`config.mk`:
```
export PLATFORM = sky130hd
export DESIGN_NAME = mem_access_unit
export DESIGN_NICKNAME = d
export VERILOG_FILES = /design/src/rtl/mem_access_unit.sv
export SDC_FILE = /design/constraint.sdc
export NUM_CORES = 1
export LEC_CHECK = 0
export ABC_AREA = 1
export BUFFER_PORTS_ARGS = -buffer_cell sky130_fd_sc_hd__buf_2
export CORE_MARGIN = 2
export CORE_UTILIZATION = 54
export DETAILED_ROUTE_END_ITERATION = 8
export GPL_TIMING_DRIVEN = 0
export HOLD_SLACK_MARGIN = 0.1
export PLACE_DENSITY = 0.87
export SYNTH_ARGS = -nofsm -noshare
export SYNTH_HDL_FRONTEND = slang
export SYNTH_SLANG_ARGS = --single-unit
```
`constraint.sdc`:
```
create_clock -name clk -period 2.8 [get_ports clk]
set_input_delay 0.28 -clock clk [delete_from_list [all_inputs] [get_ports clk]]
set_output_delay 0.28 -clock clk [all_outputs]
set_load 0.02 [all_outputs]
```
`src/rtl/mem_access_unit.sv`:
```
// mem_access_unit: data-memory stage of the multi-cycle core.
// Performs byte/half/word loads and stores to the data BRAM or the MMIO bus,
// with lane alignment, sign/zero extension, MMIO handshake and timeout.
// Optional build macro: MEM_MISALIGN_TRAP_EN. When it is defined, misaligned
// accesses are flagged and suppressed. When it is not defined, misaligned
// addresses are masked to natural alignment.
module mem_access_unit #(
    parameter int          ADDR_W       = 15,
    parameter logic [15:0] MMIO_HI      = 16'h8000,
    parameter int          MMIO_TIMEOUT = 255
) (
    input  logic              clk,
    input  logic              reset_n,
    input  logic              mem_start,
    input  logic              op_load,
    input  logic              op_store,
    input  logic [2:0]        funct3,
    input  logic [31:0]       addr,
    input  logic [31:0]       store_data,
    output logic [ADDR_W-1:0] bram_addr,
    output logic [3:0]        bram_we,
    output logic [31:0]       bram_wdata,
    input  logic [31:0]       bram_rdata,
    output logic              mmio_valid,
    output logic              mmio_we,
    output logic [31:0]       mmio_addr,
    output logic [31:0]       mmio_wdata,
    input  logic              mmio_ready,
    input  logic [31:0]       mmio_rdata,
    output logic [31:0]       load_data,
    output logic              mem_busy,
    output logic              misaligned,
    output logic              bus_err
);

`ifdef MEM_MISALIGN_TRAP_EN
    localparam logic TRAP_EN = 1'b1;
`else
    localparam logic TRAP_EN = 1'b0;
`endif

    localparam int                CNT_W       = $clog2(MMIO_TIMEOUT + 1);
    localparam logic [CNT_W-1:0] TIMEOUT_LIM = CNT_W'(MMIO_TIMEOUT);

    localparam logic [1:0] S_IDLE     = 2'd0;
    localparam logic [1:0] S_BRAM_RD  = 2'd1;
    localparam logic [1:0] S_MMIO_REQ = 2'd2;
    localparam logic [1:0] S_DONE     = 2'd3;

    logic [1:0]        state;
    logic [ADDR_W-1:0] waddr_p0;
    logic [1:0]        lane_p0;
    logic [2:0]        funct3_p0;
    logic              load_p0;
    logic [CNT_W-1:0]  tmo_cnt;
    logic [CNT_W-1:0]  tmo_nxt;

    logic              req_mmio;
    logic              req_store;
    logic              req_load;
    logic              req_trap;
    logic [31:0]       addr_eff;
    logic              bram_go;

    // Lane-replicated store data: byte x4, half x2, word as is.
    function automatic logic [31:0] replicate(input logic [1:0] sz, input logic [31:0] d);
        case (sz)
            2'b00:   replicate = {4{d[7:0]}};
            2'b01:   replicate = {2{d[15:0]}};
            default: replicate = d;
        endcase
    endfunction

    // Byte write enables for an access of the given size and lane.
    function automatic logic [3:0] byte_en(input logic [1:0] sz, input logic [1:0] lane);
        case (sz)
            2'b00:   byte_en = 4'b0001 << lane;
            2'b01:   byte_en = 4'b0011 << {lane[1], 1'b0};
            2'b10:   byte_en = 4'b1111;
            default: byte_en = 4'b0000;
        endcase
    endfunction

    // Halfword on an odd address or word off a 4-byte boundary.
    function automatic logic misalign_of(input logic [1:0] sz, input logic [1:0] lane);
        misalign_of = ((sz == 2'b01) && lane[0]) || ((sz == 2'b10) && (lane != 2'b00));
    endfunction

    // Low address bits forced to the natural alignment of the access size.
    function automatic logic [1:0] align_lane(input logic [1:0] sz, input logic [1:0] lane);
        case (sz)
            2'b00:   align_lane = lane;
            2'b01:   align_lane = {lane[1], 1'b0};
            default: align_lane = 2'b00;
        endcase
    endfunction

    // Shift the addressed lane down and sign- or zero-extend per funct3.
    function automatic logic [31:0] format_load(input logic [2:0] f3, input logic [1:0] lane,
                                                input logic [31:0] raw);
        logic [31:0]        sh;
        logic signed [7:0]  b_s;
        logic signed [15:0] h_s;
        sh  = raw >> {lane, 3'b000};
        b_s = signed'(sh[7:0]);
        h_s = signed'(sh[15:0]);
        case (f3)
            3'b000:  format_load = 32'(b_s);
            3'b001:  format_load = 32'(h_s);
            3'b100:  format_load = {24'd0, sh[7:0]};
            3'b101:  format_load = {16'd0, sh[15:0]};
            default: format_load = sh;
        endcase
    endfunction

    // Request decode and the combinational BRAM port for the start cycle.
    always_comb begin
        req_mmio   = (addr[31:16] == MMIO_HI);
        req_store  = op_store;
        req_load   = op_load & ~op_store;
        req_trap   = TRAP_EN & misalign_of(funct3[1:0], addr[1:0]);
        addr_eff   = {addr[31:2], align_lane(funct3[1:0], addr[1:0])};
        tmo_nxt    = tmo_cnt + CNT_W'(1);
        bram_go    = mem_start && (state == S_IDLE) && (req_store || req_load)
                     && !req_mmio && !req_trap;
        bram_addr  = bram_go ? addr_eff[ADDR_W+1:2] : waddr_p0;
        bram_we    = 4'b0000;
        bram_wdata = 32'd0;
        if (bram_go && req_store) begin
            bram_we    = byte_en(funct3[1:0], addr_eff[1:0]);
            bram_wdata = replicate(funct3[1:0], store_data);
        end
    end

    // Access sequencer: captures the request, runs BRAM read or MMIO handshake.
    always_ff @(posedge clk or negedge reset_n) begin
        if (!reset_n) begin
            state      <= S_IDLE;
            waddr_p0   <= '0;
            lane_p0    <= 2'b00;
            funct3_p0  <= 3'b000;
            load_p0    <= 1'b0;
            tmo_cnt    <= '0;
            mmio_valid <= 1'b0;
            mmio_we    <= 1'b0;
            mmio_addr  <= 32'd0;
            mmio_wdata <= 32'd0;
            load_data  <= 32'd0;
            mem_busy   <= 1'b0;
            misaligned <= 1'b0;
            bus_err    <= 1'b0;
        end else begin
            case (state)
                S_IDLE: begin
                    if (mem_start) begin
                        misaligned <= 1'b0;
                        bus_err    <= 1'b0;
                        if (req_store || req_load) begin
                            waddr_p0  <= addr_eff[ADDR_W+1:2];
                            lane_p0   <= addr_eff[1:0];
                            funct3_p0 <= funct3;
                            load_p0   <= req_load;
                            if (req_trap) begin
                                misaligned <= 1'b1;
                                load_data  <= 32'd0;
                                state      <= S_DONE;
                            end else if (req_mmio) begin
                                mmio_valid <= 1'b1;
                                mmio_we    <= req_store;
                                mmio_addr  <= addr_eff;
                                mmio_wdata <= replicate(funct3[1:0], store_data);
                                mem_busy   <= 1'b1;
                                tmo_cnt    <= '0;
                                state      <= S_MMIO_REQ;
                            end else if (req_load) begin
                                state <= S_BRAM_RD;
                            end else begin
                                state <= S_DONE;
                            end
                        end
                    end
                end
                S_BRAM_RD: begin
                    load_data <= format_load(funct3_p0, lane_p0, bram_rdata);
                    state     <= S_DONE;
                end
                S_MMIO_REQ: begin
                    tmo_cnt <= tmo_nxt;
                    if (mmio_ready) begin
                        mmio_valid <= 1'b0;
                        mem_busy   <= 1'b0;
                        if (load_p0) begin
                            load_data <= format_load(funct3_p0, lane_p0, mmio_rdata);
                        end
                        state <= S_DONE;
                    end else if (tmo_nxt == TIMEOUT_LIM) begin
                        bus_err    <= 1'b1;
                        load_data  <= 32'd0;
                        mmio_valid <= 1'b0;
                        mem_busy   <= 1'b0;
                        state      <= S_DONE;
                    end
                end
                S_DONE: begin
                    state <= S_IDLE;
                end
                default: begin
                    state <= S_IDLE;
                end
            endcase
        end
    end

endmodule

```
==> results of run 1 <==
-- tightest hold or removal path, stage by stage --
cell     delay (ps)
buf_2           110
nand2_1          60
nand2_1          60
-- repair_timing --
item,4_1_cts,5_1_grt
endpoints found under the setup margin,0,19
resized for setup,0,4
endpoints found under the hold margin,61,0
hold buffers,9,0
-- how the worst max path moves through the flow --
stage,end,from
final,bram_wdata[13],state[0]$_DFFE_PN0P_
after global routing,bram_addr[10],state[0]$_DFFE_PN0P_
after CTS,bram_addr[10],state[0]$_DFFE_PN0P_
after detailed placement,bram_addr[10],state[0]$_DFFE_PN0P_
after global placement,mmio_wdata[23]$_DFFE_PN0P_,reset_n
after floorplan,bram_addr[0],state[0]$_DFFE_PN0P_
-- area by class of cell --
type,instances,area share
multi-input combinational,840,0.371
sequential,130,0.324
timing repair buffer,297,0.155
clock buffer,18,0.0437
buffer,67,0.0374
inverter,86,0.0321
tap,180,0.0224
clock inverter,14,0.0141
-- cell usage in the layout (no fill, tap or decap), types with 2 or more instances in the layout --
master	synthesis	final
nand2_1	448	447
buf_2	25	309
dfrtp_1	130	130
nand3_1	104	104
o21ai_0	104	104
nor2_1	85	85
inv_1	79	79
a21oi_1	26	26
clkbuf_1	25	24
o211ai_1	18	18
clkbuf_16	0	17
o21ai_1	14	14
buf_6	8	9
dlygate4sd3_1	0	9
buf_4	8	8
a221oi_1	7	7
inv_2	7	7
inv_6	0	6
nand3_2	5	5
ha_1	5	5
o22ai_1	4	4
nand2_2	3	4
clkinv_4	0	4
nand4_1	3	3
a31oi_1	3	3
nor2_4	2	2
buf_1	2	2
nor2_2	2	2
-- state kept, by name, indices dropped and copies added (netlist names), 2 cells and up --
register / flops
load_data: 32
mmio_addr: 32
mmio_wdata: 32
waddr_p0: 15
tmo_cnt: 8
funct3_p0: 3
lane_p0: 2
state: 2
-- through the flow --
| stage | util | std cells | hold WS (ps) | setup TNS, ps | area [sq um] |
|---|---|---|---|---|---|
| after floorplan | - | 1124 | -15.6 | 0 | 7680 |
| after global routing | 0.724 | 1632 | 113 | 0 | 10000 |
| final | 0.724 | 1632 | 112 | 0 | 10000 |
| after detailed placement | 0.675 | 1592 | 248 | 0 | 9380 |
| after global placement | 0.673 | 1591 | 444 | -24920 | 9340 |
| after CTS | 0.724 | 1633 | 101 | 0 | 10000 |
-- routing by layer --
layer  wire length [um]  GRT usage
met2              13400      0.603
met3               2680     0.0978
met5                  0          0
met4                902      0.140
met1              10800      0.468
-- synthesized netlist by cell type --
cell,number,area (sq um)
buf_6,8,90.1
ha_1,5,62.6
o21ai_1,14,70.1
or2_2,1,6.26
nand3_1,104,521
nand3b_1,1,7.51
a221oi_1,7,61.3
o21ai_0,104,521
buf_1,2,7.51
nand2_4,1,11.3
a21oi_2,1,8.76
buf_2,25,125
nand2_2,3,18.8
o211ai_1,18,135
nand3_4,1,17.5
buf_4,8,60.1
a31oi_1,3,18.8
nand4_1,3,18.8
nand3_2,5,50.1
a21oi_1,26,130
o22ai_1,4,25.0
nor2_2,2,12.5
nor2_1,85,319
conb_1,1,3.75
clkbuf_1,25,93.8
inv_1,79,297
nor3_1,1,5.00
nand2_1,448,1680
nor2_4,2,22.5
dfrtp_1,130,3250
inv_2,7,26.3
-- where the power goes --
part	switching (mW)	internal, mW	total, mW
registers	0.187	2.28	2.46
logic	3.53	1.68	5.22
clock network	0.888	1.27	2.16
-- cells by family after synthesis --
kind of cell / count (synthesis)
and+or+nand+nor: 657
AOI/OAI and AO/OA: 177
buffers and inverters: 154
DFF: 130
adders and majority gates: 5
other: 1
==> results.md, run 1 <==
* Layout area overhead at 30.8%
* First-pass GRT wire length at 42800 um
* Post-synthesis sequential area ratio at 0.424
* Largest family of logic cells by synthesized area: simple AND/OR/NAND/NOR gates
* Vias in the first global route at 8452
* Max-cap viol count at 0
* Layout filler cell count at about 1.1k
* Mapped Area at ~7700 sq um
* Worst hold path startpoint: addr[10]
* Pwr Total at just under 10 mW
* Sink Count at 130
* Syn_area_per_cell at 6.83 sq um
* Final worst slack at between 100 and 150 ps
* FF/Latch Area at 3250 sq um
* Number of diodes at 0
* Total gr overflow at 0
* Synth Area in XOR/XNOR at 0
* Core area at 13900 sq um
* Nets@finish at 1581
* Chip height at approximately 120 um
* VDD IR-drop max at 549 uV
* CP required at 2520 ps
* Reg2Reg Setup Slack at 640 ps
* Final ANT Viol Nets at 0
* Initial antenna violation count at 0
* Vias at 9018
* Port bufs at 287
* Critical setup path kind: register to output pin
* Synthesized-area fraction occupied by and/or/nand/nor cells at 0.350
* Static Leak at 5.86 nW
* Setup-failing EPs final at 0
* Postcts setup bufs at 0
* Via density at 5.53
* Critical path, cell by cell: inv_1 > ha_1 > nand2_1 > nor2_1 > nand2_2 > buf_2 > nor2_1 > buf_2
* Num CTS Buffers at 17
* Worst R2R Path Depth at 9
* CTS tree: yes
* WHS Path Cells at 3
* DP Wirelength at 21000 um
* Synth cell types at 31
* FF-to-FF Start: state[0]$_DFFE_PN0P_
* Max Slew Vio Count at 0
* Routed WL at 27800 um
* Pre-antenna DRT Iters at 6
* Worst EP arrival at approximately 2400 ps
* I/O Pins at 289
* Final GP Congestion at 1.01
* Syn. warnings at 0
* H-Tree Depth at 4
* Post-Synth Adder-Cell Area at 0.00815
* Root Buffer: clkbuf_16
* Gr usage total at 0.369
* Pin count of the biggest net entering global routing at a little over 80
* WL/cell at 17.0 um
* Top fanout value on the critical path at 10
* Final Hold Vio Count at 0
* Post-synthesis compound-gate area fraction at 0.126
* Status: complete, no violations
* Synth Net Count at roughly 1.3k
* CP top delay family: simple AND/OR/NAND/NOR gates
* CP endpoint kind: output pin
* Layout cell share with drive strength beyond 1 at 0.265
* Crit path buf inv count at 3
* End of the worst hold path: mmio_addr[10]$_DFFE_PN0P_
* Initial DRC Count at between 900 and 1k
* Worst min-delay path category: input pin to register
* Setup crit start kind: register
* Area of the multi-input gates at 3730 sq um
* Power Density at 979 nW/um^2
* Post-synthesis mux area share at 0
* Worst reg2reg path endpoint: mmio_addr[15]$_DFFE_PN0P_
* Worst Tran Pin Value at 629 ps
* Max-slew headroom at 0.579
* Highest cell delay on the worst timing path at 410 ps
* Die W at 123 um
* Clock-pin slew on the worst setup and hold paths at 60 ps
* Worst-Skew Late Latency at 430 ps
* Row cnt at 43
* CP max stage cell: dfrtp_1
* Max Root-Sink Buffers at 2
* Die area at 15200 sq um
* Drc violations at 0
* Initial Util at 0.553
* Critical Path Stages at 8
* Max Clk Rate at 371 MHz
* Tcrit/Tclk final at 0.962
* Cells after synthesis at 1124
* Clock Skew at 8.37 ps
* RSZ-0062 raised after global routing: no
* Number of synthesized register bits at 130
* Place WS at approximately 540 ps
* Minimum clock period after layout at about 2700 ps
No activity file was read; power rests on OpenSTA's default activity.
==> inputs of run 2 (changes only) <==
--- a/config.mk
+++ b/config.mk
@@ -7,12 +7,13 @@
 export LEC_CHECK = 0
 export ABC_AREA = 1
 export BUFFER_PORTS_ARGS = -buffer_cell sky130_fd_sc_hd__buf_2
-export CORE_MARGIN = 2
-export CORE_UTILIZATION = 54
+export CELL_PAD_IN_SITES_DETAIL_PLACEMENT = 2
+export CELL_PAD_IN_SITES_GLOBAL_PLACEMENT = 2
+export CORE_UTILIZATION = 23
 export DETAILED_ROUTE_END_ITERATION = 8
 export GPL_TIMING_DRIVEN = 0
 export HOLD_SLACK_MARGIN = 0.1
-export PLACE_DENSITY = 0.87
+export PLACE_DENSITY_LB_ADDON = 0.1
 export SYNTH_ARGS = -nofsm -noshare
 export SYNTH_HDL_FRONTEND = slang
 export SYNTH_SLANG_ARGS = --single-unit
==> constraint.sdc (replaced) <==
create_clock -name clk -period 2.2 [get_ports clk]
set_input_delay 0.22 -clock clk [delete_from_list [all_inputs] [get_ports clk]]
set_output_delay 0.22 -clock clk [all_outputs]
set_load 0.02 [all_outputs]
==> run 2 against run 1 <==
Effect of this change:
- register-to-register slack got worse by 480 ps
- wire length increased by 29%
- sequential power increased by 28%
- critical endpoint is now bram_wdata[16]
- clock-buffer cell count increased by 3
- die area increased by 120%
- non-clock buffer count increased by 20
- critical path type unchanged
==> results.md, run 2 (synthesized netlist as in run 1, its figures left out) <==
* CP required at 1980 ps (-540 ps)
* I/O Pins at 289 (unchanged)
* Worst EP arrival at 1910 ps (-500 ps)
* Final GP Congestion at 0.873 (-14%)
* Layout cell share with drive strength beyond 1 at 0.307 (+0.0414)
* Initial DRC Count at 313 (-66%)
* Pin count of the biggest net entering global routing at 77 (-7.2%)
* Worst reg2reg path endpoint: mmio_addr[9]$_DFFE_PN0P_
* Hold slack final at 144 ps (+31.4 ps)
* Layout area overhead at 43.7%
* Switching share of power at 0.471 (+0.00246)
* Max Slew Vio Count at 0 (unchanged)
* Max-slew headroom at 0.542 (-0.0371)
* Die W at 185 um (+50%)
* Final Hold Vio Count at 0 (unchanged)
* Clock-pin slew on the worst setup and hold paths at 60 ps (about the same)
* Largest regs: load_data: 32 flops, mmio_addr: 32 flops, mmio_wdata: 32 flops
* Port bufs at 287 (unchanged)
* Post-layout util at 0.338 (-0.386)
* Critical setup path kind: register to output pin
* Num CTS Buffers at 17 (unchanged)
* WL/cell at 18.8 um (+10%)
* CP endpoint kind: output pin
* Tcrit/Tclk final at 0.970
* Total gr overflow at 0 (unchanged)
* Vias in the first global route at 9702 (+15%)
* Worst R2R Path Depth at 11 (+2)
* RSZ-0062 raised after global routing: yes
* Sink Count at 130 (unchanged)
* Core area at 32700 sq um (+140%)
* WHS Path Cells at 5 (+2)
* Combinational share of power at 0.557 (+0.027)
* Chip height at 185 um (+50%)
* Pre-antenna DRT Iters at 4 (-2)
* Pwr Total at 13.5 mW (+37%)
* Max Root-Sink Buffers at 2 (unchanged)
* Layout filler cell count at 3948 (+250%)
* Via density at 4.60 (-17%)
* Total length of routed met3 wires at 1850 um (-31%)
* Max-cap viol count at 0 (unchanged)
* Origin of the worst setup path: state[1]$_DFFE_PN0P_
* Sequential Power Share at 0.233 (-0.018)
* Static Leak at 6.04 nW (+3.1%)
* Clock Power Share at 0.209 (-0.010)
* Worst hold path startpoint: op_load
* Setup crit start kind: register
* FF-to-FF Start: state[1]$_DFFE_PN0P_
* Final ANT Viol Nets at 0 (unchanged)
* Routed WL at 35900 um (+29%)
* Most frequent cells in the layout: nand2_1 (432), buf_2 (256), dfrtp_1 (130)
* Worst Tran Pin Value at 687 ps (+58.0 ps)
* Initial antenna violation count at 3 (+3)
* Initial Util at 0.235 (-0.318)
* Met1 WL at 15300 um (+42%)
* Row cnt at 66 (+53%)
* Gr usage total at 0.215 (-0.153)
* Top fanout value on the critical path at 10 (unchanged)
* Worst-Skew Late Latency at 440 ps (about the same)
* Worst min-delay path category: input pin to register
* VDD IR-drop max at 563 uV (+2.5%)
* Vias at 8799 (-2.4%)
* End of the worst hold path: load_p0$_DFFE_PN0P_
* Setup-failing EPs final at 0 (unchanged)
* H-Tree Depth at 4 (unchanged)
* Clock Skew at 8.49 ps (+0.123 ps)
* Max Clk Rate at 469 MHz
* CTS tree: yes
* Root Buffer: clkbuf_16
* Die area at 34100 sq um (+120%)
* Int Pwr at 7.14 mW (+37%)
* Nets@finish at 1601 (+1.3%)
* Switching pwr at 6.35 mW (+38%)
* First-pass GRT wire length at 55200 um (+29%)
* Power Density at 1220 nW/um^2 (+25%)
* Minimum clock period after layout at between 2000 and 2500 ps
* Cells after DPL at 1854 (+16%)
* Met2 wire len at 18200 um (+36%)
* Most common cell after layout, fill and taps aside: nand2_1
* Status: complete, no violations
* Final Non-Filler Cells at 1914 (+17%)
* Uppermost routed layer: met5
* Drc violations at 0 (unchanged)
* Reg2Reg Setup Slack at 160 ps (-480 ps)
* DP Wirelength at 28100 um (+33%)
-- run 2: cell types whose count changed in the layout (fill, tap and decap cells not counted), sizes merged --
cell / previous run / this run
buf: 329 / 338
bufinv: 1 / 2
clkbuf: 44 / 47
clkinvlp: 1 / 3
diode: 0 / 1
dlygate4sd3: 9 / 20
inv: 93 / 86
-- run 2: cell type report --
cell class | instances | area [sq um] | area share
Inverter | 86 | 323 | 0.0292
Tap cell | 442 | 553 | 0.0501
Clock buffer | 21 | 450 | 0.0408
Multi-Input combinational cell | 840 | 3940 | 0.357
Buffer | 68 | 443 | 0.0401
Timing Repair Buffer | 316 | 1960 | 0.177
Clock inverter | 10 | 111 | 0.0101
Sequential cell | 130 | 3250 | 0.295
Antenna cell | 1 | 2.50 | 0.000227
-- run 2: repair_timing --
item | CTS | global route
pin swaps | 3 | 3
gates cloned | 1 | 0
setup buffers | 7 | 0
hold buffers | 20 | 0
resized for setup | 64 | 119
hold endpoints to repair | 87 | 0
setup endpoints to repair | 90 | 110
-- run 2: power by group through the flow --
stage	combinational, mW	sequential [mW]	clock [mW]
after floorplan	4.24	3.45	0
after detailed placement	7.00	3.20	0
final	7.52	3.15	2.83
after global placement	6.88	3.17	0
after global routing	8.41	3.20	3.00
after CTS	7.37	3.16	2.93
-- run 2: per-stage QoR --
| step | TNS [ps] | setup WS (ps) | instance area (sq um) |
|---|---|---|---|
| final | 0 | 66.0 | 11000 |
| after CTS | -22.9 | -7.83 | 10700 |
| after global placement | -163380 | -1220 | 9670 |
| after floorplan | 0 | 311 | 7680 |
| after global routing | -420 | -36.9 | 11000 |
| after detailed placement | -8080 | -335 | 9700 |
-- run 2: worst max-delay path by stage --
stage	endpoint	slack [ps]	depth (start not counted)
floorplan	bram_addr[0]	310	7
global placement	mmio_wdata[18]$_DFFE_PN0P_	-1220	1
detailed placement	bram_wdata[8]	-330	8
CTS	bram_addr[7]	-8	9
global route	bram_addr[2]	-40	9
finish	bram_wdata[16]	70	8
-- run 2: layer usage --
metal	vias to the layer above	track usage
met3	39	0.0460
met5	-	0
met1	4289	0.257
met2	212	0.386
met4	4	0.0598
li1	4255	-
-- run 2: critical path, stage by stage, from the launching register on --
cell	delay, ps
dfrtp_1	400
inv_2	80
ha_4	170
nand2_4	60
nor2_4	160
nand2_4	140
buf_8	180
nor2_1	110
buf_4	150
==> inputs of run 3 (changes only) <==
--- a/config.mk
+++ b/config.mk
@@ -14,6 +14,8 @@
 export GPL_TIMING_DRIVEN = 0
 export HOLD_SLACK_MARGIN = 0.1
 export PLACE_DENSITY_LB_ADDON = 0.1
+export RECOVER_POWER = 100
+export SKIP_CTS_REPAIR_TIMING = 1
 export SYNTH_ARGS = -nofsm -noshare
 export SYNTH_HDL_FRONTEND = slang
 export SYNTH_SLANG_ARGS = --single-unit
==> run 3 against run 2 <==
Effect of this change:
- the flow now finishes with violations (setup timing)
- worst setup slack worse by 69 ps
- first-iteration DRC count increased by 2.6%
- clock skew hardly changed
- utilization down 0.53 points
- via count is 0.52% higher
- register-to-register slack lost 20 ps
- clock-buffer cell count unchanged
- maximum frequency fell by 3.1%
- critical endpoint is now bram_addr[6]
- highest routed layer unchanged
==> results.md, run 3 (synthesized netlist as in run 1, its figures left out) <==
* Core area at 32700 sq um (unchanged)
* Power Density at 1230 nW/um^2 (+0.51%)
* Setup TNS at -4.72 ps (-4.72 ps)
* First-pass GRT wire length at 54400 um (-1.5%)
* Drc violations at 0 (unchanged)
* Layout cell share with drive strength beyond 1 at 0.227 (-0.0799)
* Pre-antenna DRT Iters at 4 (unchanged)
* Failing checks: setup timing
* Initial DRC Count at 321 (+2.6%)
* Most common cell after layout, fill and taps aside: nand2_1
* VDD IR-drop max at 591 uV (+5.1%)
* WL/cell at 18.9 um (+0.65%)
* Worst-Skew Late Latency at 440 ps (about the same)
* Via density at 4.62 (+0.58%)
* Switching pwr at 6.36 mW (+0.13%)
* Num CTS Buffers at 17 (unchanged)
* Worst min-delay path category: input pin to register
* Combinational share of power at 0.552 (-0.005)
* CP max stage cell: dfrtp_1
* Max Slew Vio Count at 0 (unchanged)
* Cells after DPL at 1854 (unchanged)
* Max Clk Rate at 454 MHz (-3.1%)
* Placed inst area at 9700 sq um (unchanged)
* Largest regs: load_data: 32 flops, mmio_addr: 32 flops, mmio_wdata: 32 flops
* Initial Util at 0.235 (unchanged)
* Clock Power Share at 0.212 (+0.003)
* Initial antenna violation count at 3 (unchanged)
* Die W at 185 um (unchanged)
* Clock Skew at 8.87 ps (+0.384 ps)
* Final ANT Viol Nets at 0 (unchanged)
* Final non-filler cell area at 10900 sq um (-1.6%)
* Setup-failing EPs final at 2 (+2)
* Worst Tran Pin Value at 1430 ps (+748 ps)
* DP Wirelength at 28100 um (unchanged)
* CP endpoint kind: output pin
* I/O Pins at 289 (unchanged)
* Status: finished, violations left
* Most frequent cells in the layout: nand2_1 (438), buf_2 (162), dfrtp_1 (130)
* Sequential Power Share at 0.237 (+0.004)
* Highest cell delay on the worst timing path at 400 ps (about the same)
* Static Leak at 5.63 nW (-6.8%)
* Top fanout value on the critical path at 10 (unchanged)
* Switching share of power at 0.476 (+0.00571)
* Tcrit/Tclk final at 1.00 (+0.0312)
* Post-layout util at 0.332 (-0.00532)
* Total gr overflow at 0 (unchanged)
* Pwr Total at 13.3 mW (-1.1%)
* Row cnt at 66 (unchanged)
* Setup crit start kind: register
* Critical setup path kind: register to output pin
* Sink Count at 130 (unchanged)
* Vias at 8845 (+0.52%)
* Final Hold Vio Count at 0 (unchanged)
* Gr usage total at 0.212 (-0.00280)
* Final worst slack at -2.71 ps (-68.7 ps)
* Critical path, cell by cell: inv_2 > ha_4 > nand2_4 > nor2_4 > buf_2 > o21ai_0 > buf_2
* Clock-pin slew on the worst setup and hold paths at 60 ps (about the same)
* RSZ-0062 raised after global routing: yes
* Layout area overhead at 41.4%
* Max-slew headroom at 0.0437 (-0.498)
* Die area at 34100 sq um (unchanged)
* Routed WL at 36200 um (+0.60%)
* Place WS at -335 ps (unchanged)
* Root Buffer: clkbuf_16
* CP required at 1980 ps (about the same)
* Nets@finish at 1599 (-0.12%)
* Final Non-Filler Cells at 1913 (-0.052%)
* Chip height at 185 um (unchanged)
* Port bufs at 287 (unchanged)
* Hold slack final at 83.9 ps (-59.7 ps)
* Minimum clock period after layout at 2200 ps (+68.7 ps)
* Worst EP arrival at 1980 ps (+70 ps)
* Pin count of the biggest net entering global routing at 77 (unchanged)
* Final GP Congestion at 0.873 (unchanged)
* Vias in the first global route at 9534 (-1.7%)
* Max Root-Sink Buffers at 2 (unchanged)
* CP most frequent cell: buf_2
* H-Tree Depth at 4 (unchanged)
* Int Pwr at 6.99 mW (-2.1%)
* CTS tree: yes
* Max-cap viol count at 0 (unchanged)
run 3: changes by cell type in the layout (fill, tap and decap cells not counted), moves of 3 or more:
cell,before,now
clkbuf_1,23,121
buf_2,256,162
nor2_2,20,4
nand2_2,17,8
nor2_1,60,69
nor2_4,9,16
nand2_1,432,438
buf_4,44,39
o21ai_0,89,94
o21ai_2,12,7
clkbuf_2,5,8
nand2_4,3,6
run 3: layout make-up:
cell class | instances | area [sq um]
fillers | 3973 | 21800
multi-input cells | 840 | 3940
flip-flops and latches | 130 | 3250
repair buffers | 314 | 1800
well taps | 442 | 553
clock buffers | 21 | 450
plain buffers | 68 | 433
inverters | 86 | 323
clock inverters | 10 | 111
diodes | 2 | 5.00
run 3: layer usage:
layer | part of all wire | wire [um] | vias up | track usage
met2 | 0.51 | 18400 | 217 | 0.378
met1 | 0.43 | 15400 | 4335 | 0.255
met5 | 0.00069 | 25 | - | 0
met3 | 0.049 | 1780 | 40 | 0.0466
li1 | - | - | 4249 | -
met4 | 0.015 | 548 | 4 | 0.0595
run 3: final timing paths:
kind	start	endpoint	slack (ps)	depth (start not counted)
worst min-delay path	op_store	mmio_we$_DFFE_PN0P_	80	3
worst max-delay path	state[1]$_DFFE_PN0P_	bram_addr[6]	-3	7
min in group asynchronous	reset_n	load_data[4]$_DFFE_PN0P_	640	2
max in group asynchronous	reset_n	mmio_addr[14]$_DFFE_PN0P_	300	3
worst min register to register	load_data[20]$_DFFE_PN0P_	load_data[20]$_DFFE_PN0P_	470	2
worst max register to register	lane_p0[0]$_DFFE_PN0P_	load_data[0]$_DFFE_PN0P_	140	9
run 3: critical path, delay by kind of cell, from the launching register on:
family	cells	cell delay [ps]
AOI/OAI and AO/OA	1	130
adders and majority gates	1	180
buffers and inverters	3	560
DFF	1	400
and+or+nand+nor	2	260
run 3: power groups by stage:
stage	logic [mW]	registers [mW]	clock network, mW
5_1_grt	8.23	3.22	3.00
3_3_place_gp	6.88	3.17	0
4_1_cts	7.05	3.16	2.93
2_1_floorplan	4.24	3.45	0
6_report	7.36	3.16	2.83
3_5_place_dp	7.00	3.20	0
